$ cat config.mk
export PLATFORM = sky130hd
export DESIGN_NAME = fft_out_reorder_flat
export DESIGN_NICKNAME = d
export VERILOG_FILES = /design/src/rtl/fft_out_reorder_pkg.sv /design/src/rtl/fft_out_reorder_if.sv /design/src/rtl/fft_out_reorder_bank.sv /design/src/rtl/fft_out_reorder.sv /design/src/flat_wrapper.sv
export SDC_FILE = /design/constraint.sdc
export NUM_CORES = 2
export LEC_CHECK = 0
export ABC_AREA = 1
export BUFFER_PORTS_ARGS = -buffer_cell sky130_fd_sc_hd__buf_4
export CORE_MARGIN = 2
export CORE_UTILIZATION = 55
export CTS_BUF_LIST = sky130_fd_sc_hd__clkbuf_8
export DETAILED_ROUTE_END_ITERATION = 7
export PLACE_DENSITY_LB_ADDON = 0.05
export SLEW_MARGIN = 30
export SYNTH_ARGS = -nofsm -noshare
export SYNTH_HDL_FRONTEND = slang
export SYNTH_SLANG_ARGS = --single-unit
$ cat constraint.sdc
create_clock -name clk -period 3.65 [get_ports clk]
set_clock_uncertainty 0.1 [all_clocks]
set_input_delay 0.73 -clock clk [delete_from_list [all_inputs] [get_ports clk]]
set_output_delay 0.73 -clock clk [all_outputs]
set_load 0.01 [all_outputs]
$ cat src/rtl/fft_out_reorder_pkg.sv
// Shared constants, sample payload and read-FSM encoding for the FFT output reorder buffer.
package fft_out_reorder_pkg;

    localparam int unsigned FFT_N     = 32;
    localparam int unsigned FFT_LOG2N = 5;
    localparam int unsigned FFT_WIDTH = 18;

    // One complex sample as stored in a reorder bank
    typedef struct packed {
        logic [FFT_WIDTH-1:0] re;
        logic [FFT_WIDTH-1:0] im;
    } sample_t;

    typedef enum logic {
        RD_IDLE = 1'b0,
        RD_READ = 1'b1
    } rd_state_e;

    // Mirror the index bits: MSB becomes LSB
    function automatic logic [FFT_LOG2N-1:0] bitrev(input logic [FFT_LOG2N-1:0] idx);
        logic [FFT_LOG2N-1:0] r;
        r = '0;
        for (int b = 0; b < FFT_LOG2N; b++) begin
            r[b] = idx[FFT_LOG2N-1-b];
        end
        return r;
    endfunction

endpackage

$ cat src/rtl/fft_out_reorder_if.sv
// Sample stream bundle for the reorder buffer: bit-reversed input side and natural-order output side.
// REORDER_OVF_FLAG_EN adds the sticky overflow flag.
interface fft_out_reorder_if;
    import fft_out_reorder_pkg::*;

    logic                 in_valid;
    logic [FFT_WIDTH-1:0] in_r;
    logic [FFT_WIDTH-1:0] in_i;
    logic                 out_valid;
    logic [FFT_WIDTH-1:0] out_r;
    logic [FFT_WIDTH-1:0] out_i;
    logic [FFT_LOG2N-1:0] out_idx;
    logic                 out_last;
`ifdef REORDER_OVF_FLAG_EN
    logic                 ovf;

    modport master (output in_valid, in_r, in_i,
                    input  out_valid, out_r, out_i, out_idx, out_last, ovf);
    modport slave  (input  in_valid, in_r, in_i,
                    output out_valid, out_r, out_i, out_idx, out_last, ovf);
`else
    modport master (output in_valid, in_r, in_i,
                    input  out_valid, out_r, out_i, out_idx, out_last);
    modport slave  (input  in_valid, in_r, in_i,
                    output out_valid, out_r, out_i, out_idx, out_last);
`endif

endinterface

$ cat src/rtl/fft_out_reorder_bank.sv
// One reorder bank: N-entry 1W/1R synchronous RAM with registered read data.
module fft_out_reorder_bank
    import fft_out_reorder_pkg::*;
(
    input  logic                 clk,
    input  logic                 we,
    input  logic [FFT_LOG2N-1:0] waddr,
    input  sample_t              wdata,
    input  logic                 re,
    input  logic [FFT_LOG2N-1:0] raddr,
    output sample_t              rdata
);

    sample_t mem [FFT_N];

    // Storage has no reset; only read data qualified by the reader is ever used
    always_ff @(posedge clk) begin
        if (we) begin
            mem[waddr] <= wdata;
        end
        if (re) begin
            rdata <= mem[raddr];
        end
    end

endmodule

$ cat src/rtl/fft_out_reorder.sv
// Ping-pong reorder buffer: takes bit-reversed FFT frames and re-emits them in natural bin order.
// Optional REORDER_OVF_FLAG_EN: sticky overflow flag, samples arriving into a full bank are dropped.
module fft_out_reorder
    import fft_out_reorder_pkg::*;
(
    input  logic              clk,
    input  logic              rst_n,
    fft_out_reorder_if.slave  bus
);

    localparam int unsigned L = FFT_LOG2N;

    logic [L-1:0] wr_idx;
    logic         wr_bank;
    logic [1:0]   bank_full;
    logic         wr_en_c;
    logic         wr_done_c;
    logic [1:0]   set_vec_c;
    logic [1:0]   clr_vec_c;

    rd_state_e    state, state_nxt;
    logic [L-1:0] rd_idx, rd_idx_nxt;
    logic         rd_bank, rd_bank_nxt;
    logic         oldest_c;
    logic         issue_c;
    logic         issue_bank_c;
    logic [L-1:0] issue_idx_c;
    logic         clr_c;

    logic         v1;
    logic         bank1;
    logic [L-1:0] idx1;

    sample_t      wdata;
    sample_t      rdata0, rdata1, rd_mux;

    logic         out_valid_q;
    logic [FFT_WIDTH-1:0] out_r_q, out_i_q;
    logic [L-1:0] out_idx_q;
    logic         out_last_q;

`ifdef REORDER_OVF_FLAG_EN
    logic ovf_q;
    assign wr_en_c = bus.in_valid && !bank_full[wr_bank];

    // Sticky overflow: a sample showed up while its target bank was still full
    always_ff @(posedge clk or negedge rst_n) begin
        if (!rst_n) begin
            ovf_q <= 1'b0;
        end else if (bus.in_valid && bank_full[wr_bank]) begin
            ovf_q <= 1'b1;
        end
    end

    assign bus.ovf = ovf_q;
`else
    assign wr_en_c = bus.in_valid;
`endif

    assign wr_done_c = wr_en_c && (wr_idx == L'(FFT_N - 1));
    assign wdata     = '{re: bus.in_r, im: bus.in_i};
    assign set_vec_c = wr_done_c ? (wr_bank ? 2'b10 : 2'b01) : 2'b00;
    assign clr_vec_c = clr_c     ? (rd_bank ? 2'b10 : 2'b01) : 2'b00;
    // With both banks full the one the writer points at was filled first
    assign oldest_c  = (&bank_full) ? wr_bank : bank_full[1];

    // Write pointer and bank toggle at frame end
    always_ff @(posedge clk or negedge rst_n) begin
        if (!rst_n) begin
            wr_idx  <= '0;
            wr_bank <= 1'b0;
        end else if (wr_en_c) begin
            wr_idx <= wr_done_c ? '0 : wr_idx + L'(1);
            if (wr_done_c) begin
                wr_bank <= ~wr_bank;
            end
        end
    end

    // Bank occupancy: writer sets, reader clears; never the same bank in one cycle
    always_ff @(posedge clk or negedge rst_n) begin
        if (!rst_n) begin
            bank_full <= 2'b00;
        end else begin
            bank_full <= (bank_full & ~clr_vec_c) | set_vec_c;
        end
    end

    // Reader state register
    always_ff @(posedge clk or negedge rst_n) begin
        if (!rst_n) begin
            state   <= RD_IDLE;
            rd_idx  <= '0;
            rd_bank <= 1'b0;
        end else begin
            state   <= state_nxt;
            rd_idx  <= rd_idx_nxt;
            rd_bank <= rd_bank_nxt;
        end
    end

    // Reader next state; bin 0 is issued in the IDLE cycle that sees a full bank
    always_comb begin
        state_nxt    = state;
        rd_idx_nxt   = rd_idx;
        rd_bank_nxt  = rd_bank;
        issue_c      = 1'b0;
        issue_bank_c = rd_bank;
        issue_idx_c  = rd_idx;
        clr_c        = 1'b0;
        case (state)
            RD_IDLE: begin
                if (|bank_full) begin
                    issue_c      = 1'b1;
                    issue_bank_c = oldest_c;
                    issue_idx_c  = '0;
                    rd_bank_nxt  = oldest_c;
                    rd_idx_nxt   = L'(1);
                    state_nxt    = RD_READ;
                end
            end
            RD_READ: begin
                issue_c = 1'b1;
                if (rd_idx == L'(FFT_N - 1)) begin
                    clr_c      = 1'b1;
                    rd_idx_nxt = '0;
                    if (bank_full[~rd_bank]) begin
                        rd_bank_nxt = ~rd_bank;
                    end else begin
                        state_nxt = RD_IDLE;
                    end
                end else begin
                    rd_idx_nxt = rd_idx + L'(1);
                end
            end
            default: state_nxt = RD_IDLE;
        endcase
    end

    fft_out_reorder_bank u_bank0 (
        .clk   (clk),
        .we    (wr_en_c && !wr_bank),
        .waddr (bitrev(wr_idx)),
        .wdata (wdata),
        .re    (issue_c && !issue_bank_c),
        .raddr (issue_idx_c),
        .rdata (rdata0)
    );

    fft_out_reorder_bank u_bank1 (
        .clk   (clk),
        .we    (wr_en_c && wr_bank),
        .waddr (bitrev(wr_idx)),
        .wdata (wdata),
        .re    (issue_c && issue_bank_c),
        .raddr (issue_idx_c),
        .rdata (rdata1)
    );

    assign rd_mux = bank1 ? rdata1 : rdata0;

    // Track the read issued last cycle alongside the RAM access
    always_ff @(posedge clk or negedge rst_n) begin
        if (!rst_n) begin
            v1    <= 1'b0;
            bank1 <= 1'b0;
            idx1  <= '0;
        end else begin
            v1    <= issue_c;
            bank1 <= issue_bank_c;
            idx1  <= issue_idx_c;
        end
    end

    // Output register; fields forced to zero when not valid
    always_ff @(posedge clk or negedge rst_n) begin
        if (!rst_n) begin
            out_valid_q <= 1'b0;
            out_r_q     <= '0;
            out_i_q     <= '0;
            out_idx_q   <= '0;
            out_last_q  <= 1'b0;
        end else begin
            out_valid_q <= v1;
            out_r_q     <= v1 ? rd_mux.re : '0;
            out_i_q     <= v1 ? rd_mux.im : '0;
            out_idx_q   <= v1 ? idx1 : '0;
            out_last_q  <= v1 && (idx1 == L'(FFT_N - 1));
        end
    end

    assign bus.out_valid = out_valid_q;
    assign bus.out_r     = out_r_q;
    assign bus.out_i     = out_i_q;
    assign bus.out_idx   = out_idx_q;
    assign bus.out_last  = out_last_q;

endmodule

$ cat src/flat_wrapper.sv
// flat-port wrapper written by rule: the top's interface ports become plain ports
module fft_out_reorder_flat import fft_out_reorder_pkg::*;
  (clk, rst_n, bus_in_valid, bus_in_r, bus_in_i, bus_out_valid, bus_out_r, bus_out_i, bus_out_idx, bus_out_last);
  fft_out_reorder_if bus_i ();
  input  logic clk;
  input  logic rst_n;
  input wire logic [$bits(bus_i.in_valid)-1:0] bus_in_valid;
  input wire logic [$bits(bus_i.in_r)-1:0] bus_in_r;
  input wire logic [$bits(bus_i.in_i)-1:0] bus_in_i;
  output wire logic [$bits(bus_i.out_valid)-1:0] bus_out_valid;
  output wire logic [$bits(bus_i.out_r)-1:0] bus_out_r;
  output wire logic [$bits(bus_i.out_i)-1:0] bus_out_i;
  output wire logic [$bits(bus_i.out_idx)-1:0] bus_out_idx;
  output wire logic [$bits(bus_i.out_last)-1:0] bus_out_last;
  assign bus_i.in_valid = bus_in_valid;
  assign bus_i.in_r = bus_in_r;
  assign bus_i.in_i = bus_in_i;
  assign bus_out_valid = bus_i.out_valid;
  assign bus_out_r = bus_i.out_r;
  assign bus_out_i = bus_i.out_i;
  assign bus_out_idx = bus_i.out_idx;
  assign bus_out_last = bus_i.out_last;
  fft_out_reorder u_core (.clk(clk), .rst_n(rst_n), .bus(bus_i));
endmodule
After elaboration in Yosys (flattened, before gate mapping):

Memory sizes are Yosys's and may differ from the RTL's. A register that Yosys moved wholly into a read port is not among the register bits.
Index checks and enable logic that the tools add are counted.

* bits in writable memories: 2304
* input bits: 39
* output and inout bits: 43
* memories: 2
* flip-flop bits (word level): 65
* word-level logic and storage cells: 76

Memory list
* u_core.u_bank0.mem: words 32, bits a word 36, rd ports 1, clocked after Yosys merged registers in 1, write ports 1, RTL line fft_out_reorder_bank.sv:14 `sample_t mem [FFT_N];`
* u_core.u_bank1.mem: words 32, bits a word 36, rd ports 1, clocked after Yosys merged registers in 1, write ports 1, RTL line fft_out_reorder_bank.sv:14

* eq/ne operators: 6
* add/sub/neg operators: 2
* bitwise logic cells: 6
* mux-type cells: 33
* reductions and logical operators: 12
* $lt $le $gt $ge: 1

Operators with widths (number)
* 18-bit 2-to-1 mux: 2
* 36-bit 2-to-1 mux: 1
* 5-bit 2-to-1 mux: 6
* 1-bit 2-to-1 mux: 16
* 5-bit == test, second input constant: 3
* 5-bit by 1-bit adder with 5-bit output, second input constant: 2
* 5-bit one-hot mux with 2 select lines: 1
* 2-bit 2-to-1 mux: 4
* 1-bit logical AND: 6
* 1-bit one-hot mux with 2 select lines: 3
* 2-bit AND reduction: 3
* 2-bit inequality test, second input constant: 2
* 1-bit inverter: 3
* 2-bit bitwise AND: 1
* 1-bit logical NOT: 2
* 1-bit by 2-bit less-than comparator with 1-bit output, second input constant: 1
* 2-bit by 1-bit inequality test with 1-bit output, second input constant: 1
* 2-bit inverter: 1
* 2-bit bitwise OR: 1
* 2-bit OR reduction: 1

Longest topological paths before layout:

* depth in word-level cells: 7
* mapped depth: 13
* depth with buffers taken out: 10

Cells and area by module:

From an unflattened synthesis, not the netlist that was laid out.

* cell total of the unflattened synthesis: 8221
* area total of the unflattened synthesis: 98753.5 µm²

By module, submodules not included
* fft_out_reorder_bank: sequential area each 35674.2 µm², times used 2, area an instance 48062.3 µm², cells an instance 3969
* fft_out_reorder: sequential area each 1626.6 µm², times used 1, area an instance 2628.8 µm², cells an instance 283

Least setup slack after synthesis:

OpenSTA, ideal clock, no wires.

* kind: in2reg
* start: in bus_in_valid
* end: mem u_core.u_bank1.mem[25][0] (netlist bit) (enable)
* required time: 3.076 ns
* setup slack: -0.822 ns
* cell stages on the path: 4
* buffers on the path: 2
* data arrival time: 3.898 ns
* library setup time: 0.474 ns
* cells stage by stage: clkbuf_1 > nand2_1 > clkbuf_1 > nor3_1

* word-level cells in the longest chain between the ends: 3

Ends and longest elaborated chain
* start: declaration: RTL line flat_wrapper.sv:7 `input wire logic [$bits(bus_i.in_valid)-1:0] bus_in_valid;`
* 1-bit logical AND: RTL line fft_out_reorder.sv:152 `.we (wr_en_c && wr_bank),`
* 1-bit 2-to-1 mux: RTL line fft_out_reorder_bank.sv:18 `if (we) begin`
* 1-bit 2-to-1 mux (implied by the code): RTL line fft_out_reorder_bank.sv:19 `mem[waddr] <= wdata;`
* end: declaration: RTL line fft_out_reorder_bank.sv:14

Every way passes these cells.

Final worst setup path:

* start: reg u_core.bank_full[0]
* end: reg u_core.u_bank1.rdata[10] (netlist name)

* word-level cells in the longest chain between the ends: 5
* elaborated cells between the ends (all ways): 10
* those cells by class: 7 x mux; 3 x reduce/logical

Ends and longest elaborated chain
* start: declaration: RTL line fft_out_reorder.sv:15 `logic [1:0] bank_full;`
* start signal: assignment: RTL line fft_out_reorder.sv:85 `bank_full <= (bank_full & ~clr_vec_c) | set_vec_c;`
* 2-bit AND reduction: RTL line fft_out_reorder.sv:65 `assign oldest_c = (&bank_full) ? wr_bank : bank_full[1];`
* 1-bit 2-to-1 mux: RTL line fft_out_reorder.sv:65
* 1-bit 2-to-1 mux: RTL line fft_out_reorder.sv:113 `if (|bank_full) begin`
* 1-bit 2-to-1 mux: RTL line fft_out_reorder.sv:111 `case (state)`
* 1-bit logical AND: RTL line fft_out_reorder.sv:155 `.re (issue_c && issue_bank_c),`

Several ways; a longest one is shown, not always the timed one.
A chain may end at the register's enable or synchronous reset.

==> summary.md <==
| Metric | Value |
|---|---|
| Starting DRT DRC Count | `8704` |
| DRC viols | `6` |
| Starting Density | `55.4%` |
| Fin area | `0.117 sq mm` |
| Min Tclk post-route | `3.07 ns` |
| Die Area | `about 0.19 sq mm` |
| Drt total wl | `~310000 um` |
| Clock Latency Late Sink | `1.10 ns` |
| Distinct cell type count of the synthesized netlist | `29` |
| R2R setup slack | `between 0.5 and 0.6 ns` |
| CTS resizes | `0` |
| Worst slew margin | `33.4%` |
| Crit share post-route | `84.1%` |
| Hold Crit Class | `in -> reg` |
| Clock slew at reported path FFs | `0.06 ns` |
| Initial antenna violation count | `13` |
| Worst setup SP type | `flip-flop` |
| Buffer count from post-CTS setup fixing | `0` |
| Critical Path RT | `4.38 ns` |
| Hold buffers post-CTS | `2` |
| Netlist Area Pre-Place | `0.104 sq mm` |
| Failing checks | `DRC` |
| Placeable core region | `around 0.19 sq mm` |
| Area Overhead vs Synth | `12.0%` |
| Fmax | `around 330 MHz` |
| Crit-path max FO | `39` |
| First-pass GRT wire length | `454000 um` |
| CTS root buffer | `clkbuf_8` |
| I/O Pins | `around 80` |
| Clock sinks | `2441` |
| Final setup margin | `0.581 ns` |
| Clk buf depth | `4` |
| Syn. warnings | `0` |
| Pwr dens | `748 mW/mm^2` |
| Total gr overflow | `0` |
| Status | `finished, violations left` |
| Hold Vio Cnt, Final | `0` |
| CTS tree | `done` |
| WL/cell | `25.6 um` |
| Static leakage | `45.1 nW` |
| Num rows | `159` |
| Number of H-tree levels | `5` |
| Non-filler cells, final | `12000` |
| WS Path Type | `reg -> reg` |
| Port bufs | `81` |
| Share of layout cells above drive strength 1 | `12.6%` |
| Flops & latches, synth | `2441` |
| VDD IR max | `~0.0013 V` |
| RSZ-0062 raised after global routing | `no` |
| Routed via count | `71700` |
| Mapped Cells | `9067` |
| Number of nets with antenna violations after routing | `0` |
| Max Transition Viols Final | `0` |
| Final setup vio count | `0` |
| Actual slew at the worst max-slew pin | `0.998 ns` |
| Num CTS Buffers | `411` |
| Placed Area | `0.109 sq mm` |
| Largest net degree at the start of global routing | `170` |
| Gr usage total | `31.8%` |
| Via density | `5.96` |
| Sequential-to-total area share from yosys stat | `between 70% and 80%` |
| Syn nets | `9115` |
| Fill count | `between 15000 and 20000` |
| Data arrival, critical path | `3.80 ns` |
| Chip width | `439 um` |
| Final net count | `roughly 9300` |
| Number of global-route vias before repair | `68500` |
| Max cap viols | `0` |
| Dpl hpwl | `between 150000 and 200000 um` |
| Pre-CTS setup slack | `0.601 ns` |
| Kind of end point of the critical path | `flip-flop` |
| Mean Syn Cell Area | `about 11 sq um` |
| Die height | `439 um` |
| First-pass DRT Iterations | `8` |
| Dpl cells | `between 10000 and 15000` |
| Routability cong. | `0.851` |
==> cell families (layout without fill, tap and decap cells) <==
group | count (synthesis) | after routing | share of synthesized area, %
other | 0 | 8 | 0
and+or+nand+nor | 4463 | 4463 | 20.0
adders and majority gates | 9 | 9 | 0.108
DFF | 2441 | 2441 | 70.2
AOI/OAI and AO/OA | 419 | 419 | 3.07
xor gates and xnor gates | 1 | 1 | 0.00842
buffers and inverters | 1734 | 2191 | 6.62
==> layout by cell type (no fill, tap or decap), types with 6 or more instances in the layout <==
master	count
clkinv_2	29
nand3b_1	288
clkbuf_8	439
o21ai_1	72
buf_12	125
buf_4	225
nor2_4	53
a21oi_1	6
diode_2	8
inv_1	1255
o2111ai_1	288
o21ai_0	46
clkinvlp_4	6
nor3_2	8
nor2_1	664
or2_2	288
dfrtp_1	63
nand3_1	1802
clkinv_1	102
nand2_1	1346
ha_1	9
nor3_4	8
edfxtp_1	2376
==> worst max-delay path: stages, from the launching register on <==
cell and delay [ns]:
dfrtp_1 0.44, o21ai_4 0.52, nand2_4 0.22, inv_8 0.43, buf_12 0.29, buf_4 0.21, nand3_1 0.08, nand3_1 0.10
nand2_1 0.10, nand2_1 0.21, nand2_1 0.09
==> through the flow <==
step / power (mW) / hold slack (ns) / util [%] / TNS, ns
global route: 91.1 / 0.0772 / 62.0 / 0
CTS: 87.0 / 0.0136 / 62.0 / 0
global placement: 65.1 / 0.359 / 58.2 / 0
detailed placement: 65.3 / 0.358 / 58.2 / 0
floorplan: 52.9 / 0.325 / - / -217.70
finish: 87.1 / 0.0847 / 62.0 / 0
==> Yosys cell counts (all sizes together) <==
| library cell | number | area, sq um |
|---|---|---|
| clkbuf | 296 | 1110 |
| nand3b | 288 | 2160 |
| buf | 316 | 1560 |
| xor2 | 1 | 8.76 |
| edfxtp | 2376 | 71300 |
| o221ai | 2 | 17.5 |
| o2111ai | 288 | 2520 |
| ha | 9 | 113 |
| nand2 | 1350 | 5070 |
| a21oi | 6 | 30.0 |
| dfrtp | 65 | 1630 |
| nor3 | 17 | 85.1 |
| a21boi | 1 | 7.51 |
| clkinv | 3 | 11.3 |
| nand4 | 1 | 6.26 |
| inv | 1119 | 4200 |
| or2 | 288 | 1800 |
| o21ai | 119 | 599 |
| nand3 | 1802 | 9020 |
| o22ai | 2 | 12.5 |
| o211ai | 1 | 7.51 |
| nor2 | 717 | 2690 |
==> flip-flops by register name, indices dropped and copies added, names as in the netlist, 2 cells and up <==
signal	count
u_core.bus.out_r	18
u_core.idx1	5
u_core.bank_full	2
u_core.bus.out_i	18
u_core.rd_idx	5
u_core.u_bank1.rdata	36
u_core.wr_idx	5
u_core.u_bank1.mem	1152
u_core.bus.out_idx	5
u_core.u_bank0.mem	1152
u_core.u_bank0.rdata	36
==> per-layer routing <==
layer  part of all wire [%]  global-route usage, %  up-vias
met5                 0.0098                      0        -
met4                    2.9                   10.5        4
met3                    9.7                   5.20      535
met2                     46                   49.6     3750
met1                     41                   45.8    35600
li1                       -                      -    31700
==> power by group <==
part           total (mW)  internal, mW  switching [mW]
Combinational        31.4          9.24            22.1
Sequential           33.9          32.8            1.11
Clock                21.9          11.1            10.8
Total                87.1          53.1            34.0
==> worst paths after layout <==
kind / from / to / cells after the start
max in group asynchronous: rst_n / u_core.wr_idx[4] / 3
hold / removal: bus_in_i[13] / u_core.u_bank1.mem[18][13] / 1
setup / recovery: u_core.bank_full[0] / u_core.u_bank1.rdata[10] / 10
hold reg to reg: u_core.idx1[1] / u_core.bus.out_idx[1] / 2
setup reg to reg: u_core.bank_full[0] / u_core.u_bank1.rdata[10] / 10
min in group asynchronous: rst_n / u_core.bus.out_r[3] / 2
==> area by class of cell <==
| type | instances | area (sq um) | area share [%] |
|---|---|---|---|
| flip-flops and latches | 2441 | 73000 | 62.6 |
| well taps | 2495 | 3120 | 2.68 |
| clock buffers | 439 | 6040 | 5.19 |
| multi-input cells | 4892 | 24700 | 21.2 |
| inverters | 1122 | 4230 | 3.63 |
| clock inverters | 277 | 1150 | 0.987 |
| diodes | 8 | 20.0 | 0.0172 |
| repair buffers | 353 | 4240 | 3.64 |
No activity file was read; power rests on OpenSTA's default activity.
